[src/rtl/fetch_pkg.sv]
// Shared types and constants for the instruction fetch path.
// Entry layout pairs each fetched word with the byte address it came from.
package fetch_pkg;

  localparam int FETCH_FIFO_DEPTH = 2;
  localparam int FETCH_CNT_W      = 2;

  typedef struct packed {
    logic [31:0] pc;
    logic [31:0] instr;
  } fetch_entry_t;

  function automatic logic [31:0] align_pc(input logic [31:0] pc);
    return {pc[31:2], 2'b00};
  endfunction

endpackage

[src/rtl/fetch_fifo.sv]
// Two-entry queue of fetched words; slot 0 is always the head.
// Latency: push visible at head next cycle. No backpressure of its own; caller never overfills it.
module fetch_fifo
  import fetch_pkg::*;
(
  input  logic                   clk,
  input  logic                   reset,
  input  logic                   push,
  input  logic                   pop,
  input  logic                   flush,
  input  fetch_entry_t           push_dat,
  output logic [FETCH_CNT_W-1:0] count,
  output fetch_entry_t           head
);

  fetch_entry_t           slot_q [FETCH_FIFO_DEPTH];
  fetch_entry_t           slot_d [FETCH_FIFO_DEPTH];
  logic [FETCH_CNT_W-1:0] count_q, count_d;
  logic [FETCH_CNT_W-1:0] remain;
  logic                   pop_eff;

  always_comb begin
    slot_d  = slot_q;
    count_d = count_q;
    pop_eff = pop && (count_q != '0);
    remain  = count_q - {{(FETCH_CNT_W-1){1'b0}}, pop_eff};
    if (flush) begin
      // Slots keep their contents so the head outputs hold their last value.
      count_d = '0;
    end else begin
      if (pop_eff && (count_q == FETCH_CNT_W'(2))) begin
        slot_d[0] = slot_q[1];
      end
      if (push) begin
        slot_d[remain[0]] = push_dat;
      end
      count_d = remain + {{(FETCH_CNT_W-1){1'b0}}, push};
    end
  end

  always_ff @(posedge clk) begin
    if (reset) begin
      for (int i = 0; i < FETCH_FIFO_DEPTH; i++) begin
        slot_q[i] <= '0;
      end
      count_q <= '0;
    end else begin
      slot_q  <= slot_d;
      count_q <= count_d;
    end
  end

  assign count = count_q;
  assign head  = slot_q[0];

endmodule

[src/rtl/fetch_unit.sv]
// Instruction fetch sequencer: owns the PC, drives the memory address and queues returning words.
// Latency: first word valid two cycles after issue. Issue pauses when queue plus in-flight would exceed two.
module fetch_unit
  import fetch_pkg::*;
#(
  parameter logic [31:0] RESET_PC = 32'h0000_0000
) (
  input  logic        clk,
  input  logic        reset,
  output logic [31:0] icache_addr,
  input  logic [31:0] icache_instr,
  input  logic        redirect_valid,
  input  logic [31:0] redirect_pc,
  output logic        out_valid,
  input  logic        out_ready,
  output logic [31:0] out_instr,
  output logic [31:0] out_pc
);

  logic [31:0]            fetch_pc_q, fetch_pc_d;
  logic [31:0]            inflight_pc_q, inflight_pc_d;
  logic                   inflight_q, inflight_d;
  logic [FETCH_CNT_W-1:0] count;
  fetch_entry_t           head;
  fetch_entry_t           push_dat;
  logic                   push;
  logic                   pop;
  logic                   issue;
  logic [2:0]             occupancy;
  logic [31:0]            target;

  assign target    = align_pc(redirect_pc);
  assign out_valid = (count != '0);
  assign pop       = out_valid && out_ready;

  always_comb begin
    occupancy     = {1'b0, count} + {2'b00, inflight_q} - {2'b00, pop};
    issue         = (occupancy < 3'd2);
    fetch_pc_d    = fetch_pc_q;
    inflight_d    = 1'b0;
    inflight_pc_d = inflight_pc_q;
    push          = 1'b0;
    push_dat      = '{pc: inflight_pc_q, instr: icache_instr};
    icache_addr   = fetch_pc_q;
    if (redirect_valid) begin
      // The response arriving now belongs to the old stream and is dropped.
      icache_addr   = target;
      inflight_d    = 1'b1;
      inflight_pc_d = target;
      fetch_pc_d    = target + 32'd4;
    end else begin
      push = inflight_q;
      if (issue) begin
        inflight_d    = 1'b1;
        inflight_pc_d = fetch_pc_q;
        fetch_pc_d    = fetch_pc_q + 32'd4;
      end
    end
    if (reset) begin
      icache_addr = RESET_PC;
    end
  end

  always_ff @(posedge clk) begin
    if (reset) begin
      fetch_pc_q    <= RESET_PC;
      inflight_q    <= 1'b0;
      inflight_pc_q <= '0;
    end else begin
      fetch_pc_q    <= fetch_pc_d;
      inflight_q    <= inflight_d;
      inflight_pc_q <= inflight_pc_d;
    end
  end

  fetch_fifo u_fifo (
    .clk      (clk),
    .reset    (reset),
    .push     (push),
    .pop      (pop),
    .flush    (redirect_valid),
    .push_dat (push_dat),
    .count    (count),
    .head     (head)
  );

  assign out_instr = head.instr;
  assign out_pc    = head.pc;

endmodule

[config.mk]
export PLATFORM = sky130hd
export DESIGN_NAME = fetch_unit
export DESIGN_NICKNAME = d
export VERILOG_FILES = /design/src/rtl/fetch_pkg.sv /design/src/rtl/fetch_fifo.sv /design/src/rtl/fetch_unit.sv
export SDC_FILE = /design/constraint.sdc
export NUM_CORES = 1
export LEC_CHECK = 0
export ABC_AREA = 1
export BUFFER_PORTS_ARGS = -buffer_cell sky130_fd_sc_hd__buf_2
export CAP_MARGIN = 20
export CORE_MARGIN = 4
export CORE_UTILIZATION = 42
export CTS_BUF_LIST = sky130_fd_sc_hd__clkbuf_8
export CTS_CLUSTER_SIZE = 12
export DETAILED_ROUTE_END_ITERATION = 8
export MAX_ROUTING_LAYER = met4
export PLACE_DENSITY = 0.75
export SYNTH_ARGS = -nofsm -noshare
export SYNTH_HDL_FRONTEND = slang
export SYNTH_SLANG_ARGS = --single-unit
[constraint.sdc]
create_clock -name clk -period 2.6 [get_ports clk]
set_clock_uncertainty 0.1 [all_clocks]
set_input_delay 0.52 -clock clk [delete_from_list [all_inputs] [get_ports clk]]
set_output_delay 0.52 -clock clk [all_outputs]
set_load 0.02 [all_outputs]
==> flow_metrics.py <==
metrics = {
    "run_status": {
        "status": "complete, no violations",
    },
    "detailed_routing": {
        "viasPerCell": 5.11,
        "drt_first_iter_violations": 822,
        "wl_um": 25700,
        "antenna_left": 0,
        "vias": 8984,
        "wl_per_cell_um": 14.6,
        "drtPass1Iterations": 5,
        "drcViolationCount": 0,
    },
    "floorplanning": {
        "core_sq_mm": 0.0226,
        "io-pin-count": 165,
        "num_rows": 55,
        "die_h_um": 159,
        "initial_core_util_pct": 42.6,
        "die-area_sq_mm": 0.0254,
        "die_x_um": 159,
    },
    "final_layout": {
        "synthToLayoutAreaGrowth_pct": 13.0,
        "final_cell_mix": "nand2_1 (277), dfxtp_1 (191), inv_1 (173), buf_2 (160), o21ai_0 (148)",
        "nets": 1533,
        "drive_above_1_share_pct": 19.6,
        "finalCoreUtilization_pct": 48.1,
        "antenna_cells_inserted": 0,
        "layout.cells.most_common": "nand2_1",
        "final.fill_count": 2304,
        "finalInstanceArea_sq_mm": 0.0109,
    },
    "timing": {
        "drv_slew": 0,
        "max_freq_mhz": 400,
        "setup_viol": 0,
        "fin_crit_ns": 2.50,
        "relSlewSlack_pct": 56.6,
        "finalWorstSetupSlack_ns": 0.0987,
        "min_period_over_period_pct": 96.2,
        "hold_viol": 0,
        "worstMarginPinSlew_ns": 0.644,
    },
    "clocking": {
        "cts_buffers": 17,
        "cts_sinks": 191,
        "htree_levels": 4,
        "cts_tree": "done",
        "clk_pin_slew_worst_paths_ns": 0.11,
        "clock_latency_ns": 0.47,
        "cts_root_buf": "clkbuf_8",
        "holdBufCountCts": 0,
        "clockBufferDepth": 2,
    },
    "grt": {
        "top_usage_layer": "met2",
        "met2_usage_pct": 31.9,
        "grt_max_degree": 65,
        "grt_usage_pct": 20.3,
        "grt_pass1_vias": 8217,
        "grt_pass1_wl_um": 41700,
        "antenna_found_initial": 0,
        "grt_overflow": 0,
        "use_met1_pct": 27.4,
        "use_met3_pct": 3.55,
    },
    "pwr": {
        "p_switching_mw": 2.13,
        "p_comb_share_pct": 20.7,
        "seqPwrFrac_pct": 48.4,
        "p_sw_share_pct": 31.8,
        "clockPowerShare_pct": 30.9,
        "p_int_mw": 4.56,
        "ir_drop_v": 0.000353,
        "p_leak_nw": 4.83,
        "total_power_mw": 6.69,
        "p_per_area_mw_per_mm2": 616,
    },
    "worst_setup_path": {
        "crit_fanout": 8,
        "ff2ff_path_depth": 12,
        "slowest_delay_ns": 0.42,
        "cp.required_ns": 2.86,
        "worst_setup_path_end_kind": "flop",
        "crit_type": "flop to flop",
        "crit_chain": "o21a_1, ha_4, nor2_2, fa_1, a21oi_2, o21ai_2, nand2_2, buf_4, buf_8, o21ai_0, o221ai_1, inv_1",
        "critPathLaunchType": "flop",
        "cpMaxStageDelayCell": "fa_1",
        "cp.arrival_ns": 2.76,
    },
    "synth": {
        "yosysUniqueCellTypes": 35,
        "yosysWarnings": 0,
        "synth_seq_area_share_pct": 39.8,
        "mappedNetlistArea_sq_mm": 0.00961,
        "syn_inst": 1386,
        "avgSynthCellArea_sq_um": 6.93,
        "ys_ff_latch": 191,
    },
    "job": {
        "max-cap-violations": 0,
    },
    "place": {
        "post-place-ws_ns": -0.200,
        "placed_area_sq_mm": 0.0104,
        "portBuffers": 160,
        "dp_hpwl_um": 17900,
        "place_congestion": 0.962,
    },
    "hold_path": {
        "hp-class": "input port to flop",
        "hold_depth": 3,
    },
}
## worst paths after layout
check	from	endpoint	slack [ns]
max	u_fifo.count[1]$_SDFF_PP0_	fetch_pc_q[6]$_SDFFE_PP0P_	0.1
min	icache_instr[7]	flop	0.19
max reg2reg	u_fifo.count[1]$_SDFF_PP0_	fetch_pc_q[6]$_SDFFE_PP0P_	0.1
min reg2reg	u_fifo.slot_q[33]$_SDFFE_PP0P_	u_fifo.slot_q[33]$_SDFFE_PP0P_	0.35
## timing repair
action | 4_1_cts | 5_1_grt
endpoints found under the setup margin | 0 | 30
resized for setup | 0 | 7
setup buffers | 0 | 4
## per-layer routing
| metal | share of wire, % | vias up |
|---|---|---|
| met5 | 0 | - |
| met4 | 1.7 | 0 |
| met3 | 6.5 | 24 |
| met2 | 45 | 315 |
| met1 | 47 | 4047 |
| li1 | - | 4598 |
## cell families after synthesis
kind of cell / after synthesis / synth area share [%]
fa+ha+maj: 5 / 0.729
xor+xnor: 4 / 0.365
buf+inv: 328 / 16.0
flops: 191 / 39.8
compound gates: 353 / 21.4
other cells: 1 / 0.0390
simple gates: 504 / 21.7
## worst max-delay path, delay by kind of cell (launching register included)
| kind | cells | cell delay (ns) |
|---|---|---|
| AOI/OAI and AO/OA | 5 | 0.73 |
| adders and majority gates | 2 | 0.69 |
| buffers and inverters | 3 | 0.33 |
| DFF | 1 | 0.33 |
| and+or+nand+nor | 2 | 0.22 |
## cell usage after synthesis
| master | instances | area share, % |
|---|---|---|
| xnor2_1 | 1 | 0.091 |
| o21ai_0 | 149 | 7.8 |
| buf_6 | 4 | 0.47 |
| clkinv_1 | 2 | 0.078 |
| inv_2 | 4 | 0.16 |
| clkbuf_1 | 53 | 2.1 |
| nand2_2 | 24 | 1.6 |
| o22ai_1 | 92 | 6.0 |
| buf_2 | 12 | 0.62 |
| ha_1 | 4 | 0.52 |
| buf_1 | 10 | 0.39 |
| nand3_2 | 1 | 0.10 |
| nand3_1 | 43 | 2.2 |
| o21a_1 | 1 | 0.078 |
| a31oi_1 | 3 | 0.20 |
| nor2_4 | 5 | 0.59 |
| dfxtp_1 | 191 | 40 |
| a22o_1 | 1 | 0.091 |
| xor2_1 | 3 | 0.27 |
| a311oi_1 | 1 | 0.091 |
| a21oi_1 | 36 | 1.9 |
| conb_1 | 1 | 0.039 |
| nor3_2 | 1 | 0.10 |
| nor2_2 | 10 | 0.65 |
| o211ai_1 | 62 | 4.8 |
| nor2_1 | 139 | 5.4 |
| nand4_1 | 1 | 0.065 |
| o221ai_1 | 1 | 0.091 |
| fa_1 | 1 | 0.21 |
| nand2_1 | 279 | 11 |
| o21ai_1 | 6 | 0.31 |
| inv_1 | 174 | 6.8 |
| o21ai_2 | 1 | 0.091 |
| buf_4 | 69 | 5.4 |
| or2_1 | 1 | 0.065 |
## power groups by stage
stage	registers (mW)	logic (mW)	clock network, mW
3_3_place_gp	3.30	1.32	0
2_1_floorplan	3.28	0.996	0
5_1_grt	3.26	1.54	2.25
3_5_place_dp	3.30	1.34	0
4_1_cts	3.24	1.35	2.12
6_report	3.24	1.39	2.06
## final cells by class
| type | count | area (sq um) | share of cell area [%] |
|---|---|---|---|
| multi-input combinational | 868 | 4290 | 39.5 |
| sequential | 191 | 3820 | 35.2 |
| timing repair buffer | 202 | 1290 | 11.9 |
| inverter | 180 | 677 | 6.23 |
| tap | 285 | 357 | 3.28 |
| clock buffer | 18 | 248 | 2.28 |
| clock inverter | 14 | 171 | 1.58 |
## metrics by stage
stage               instances  hold slack, ns  setup TNS (ns)
finish                   1758           0.194               0
global route             1758           0.168         -0.0379
CTS                      1753           0.165               0
detailed placement       1721           0.341           -5.88
global placement         1721           0.336           -2.41
floorplan                1387           0.326               0
Note: power is estimated with default switching activity, not from simulation.
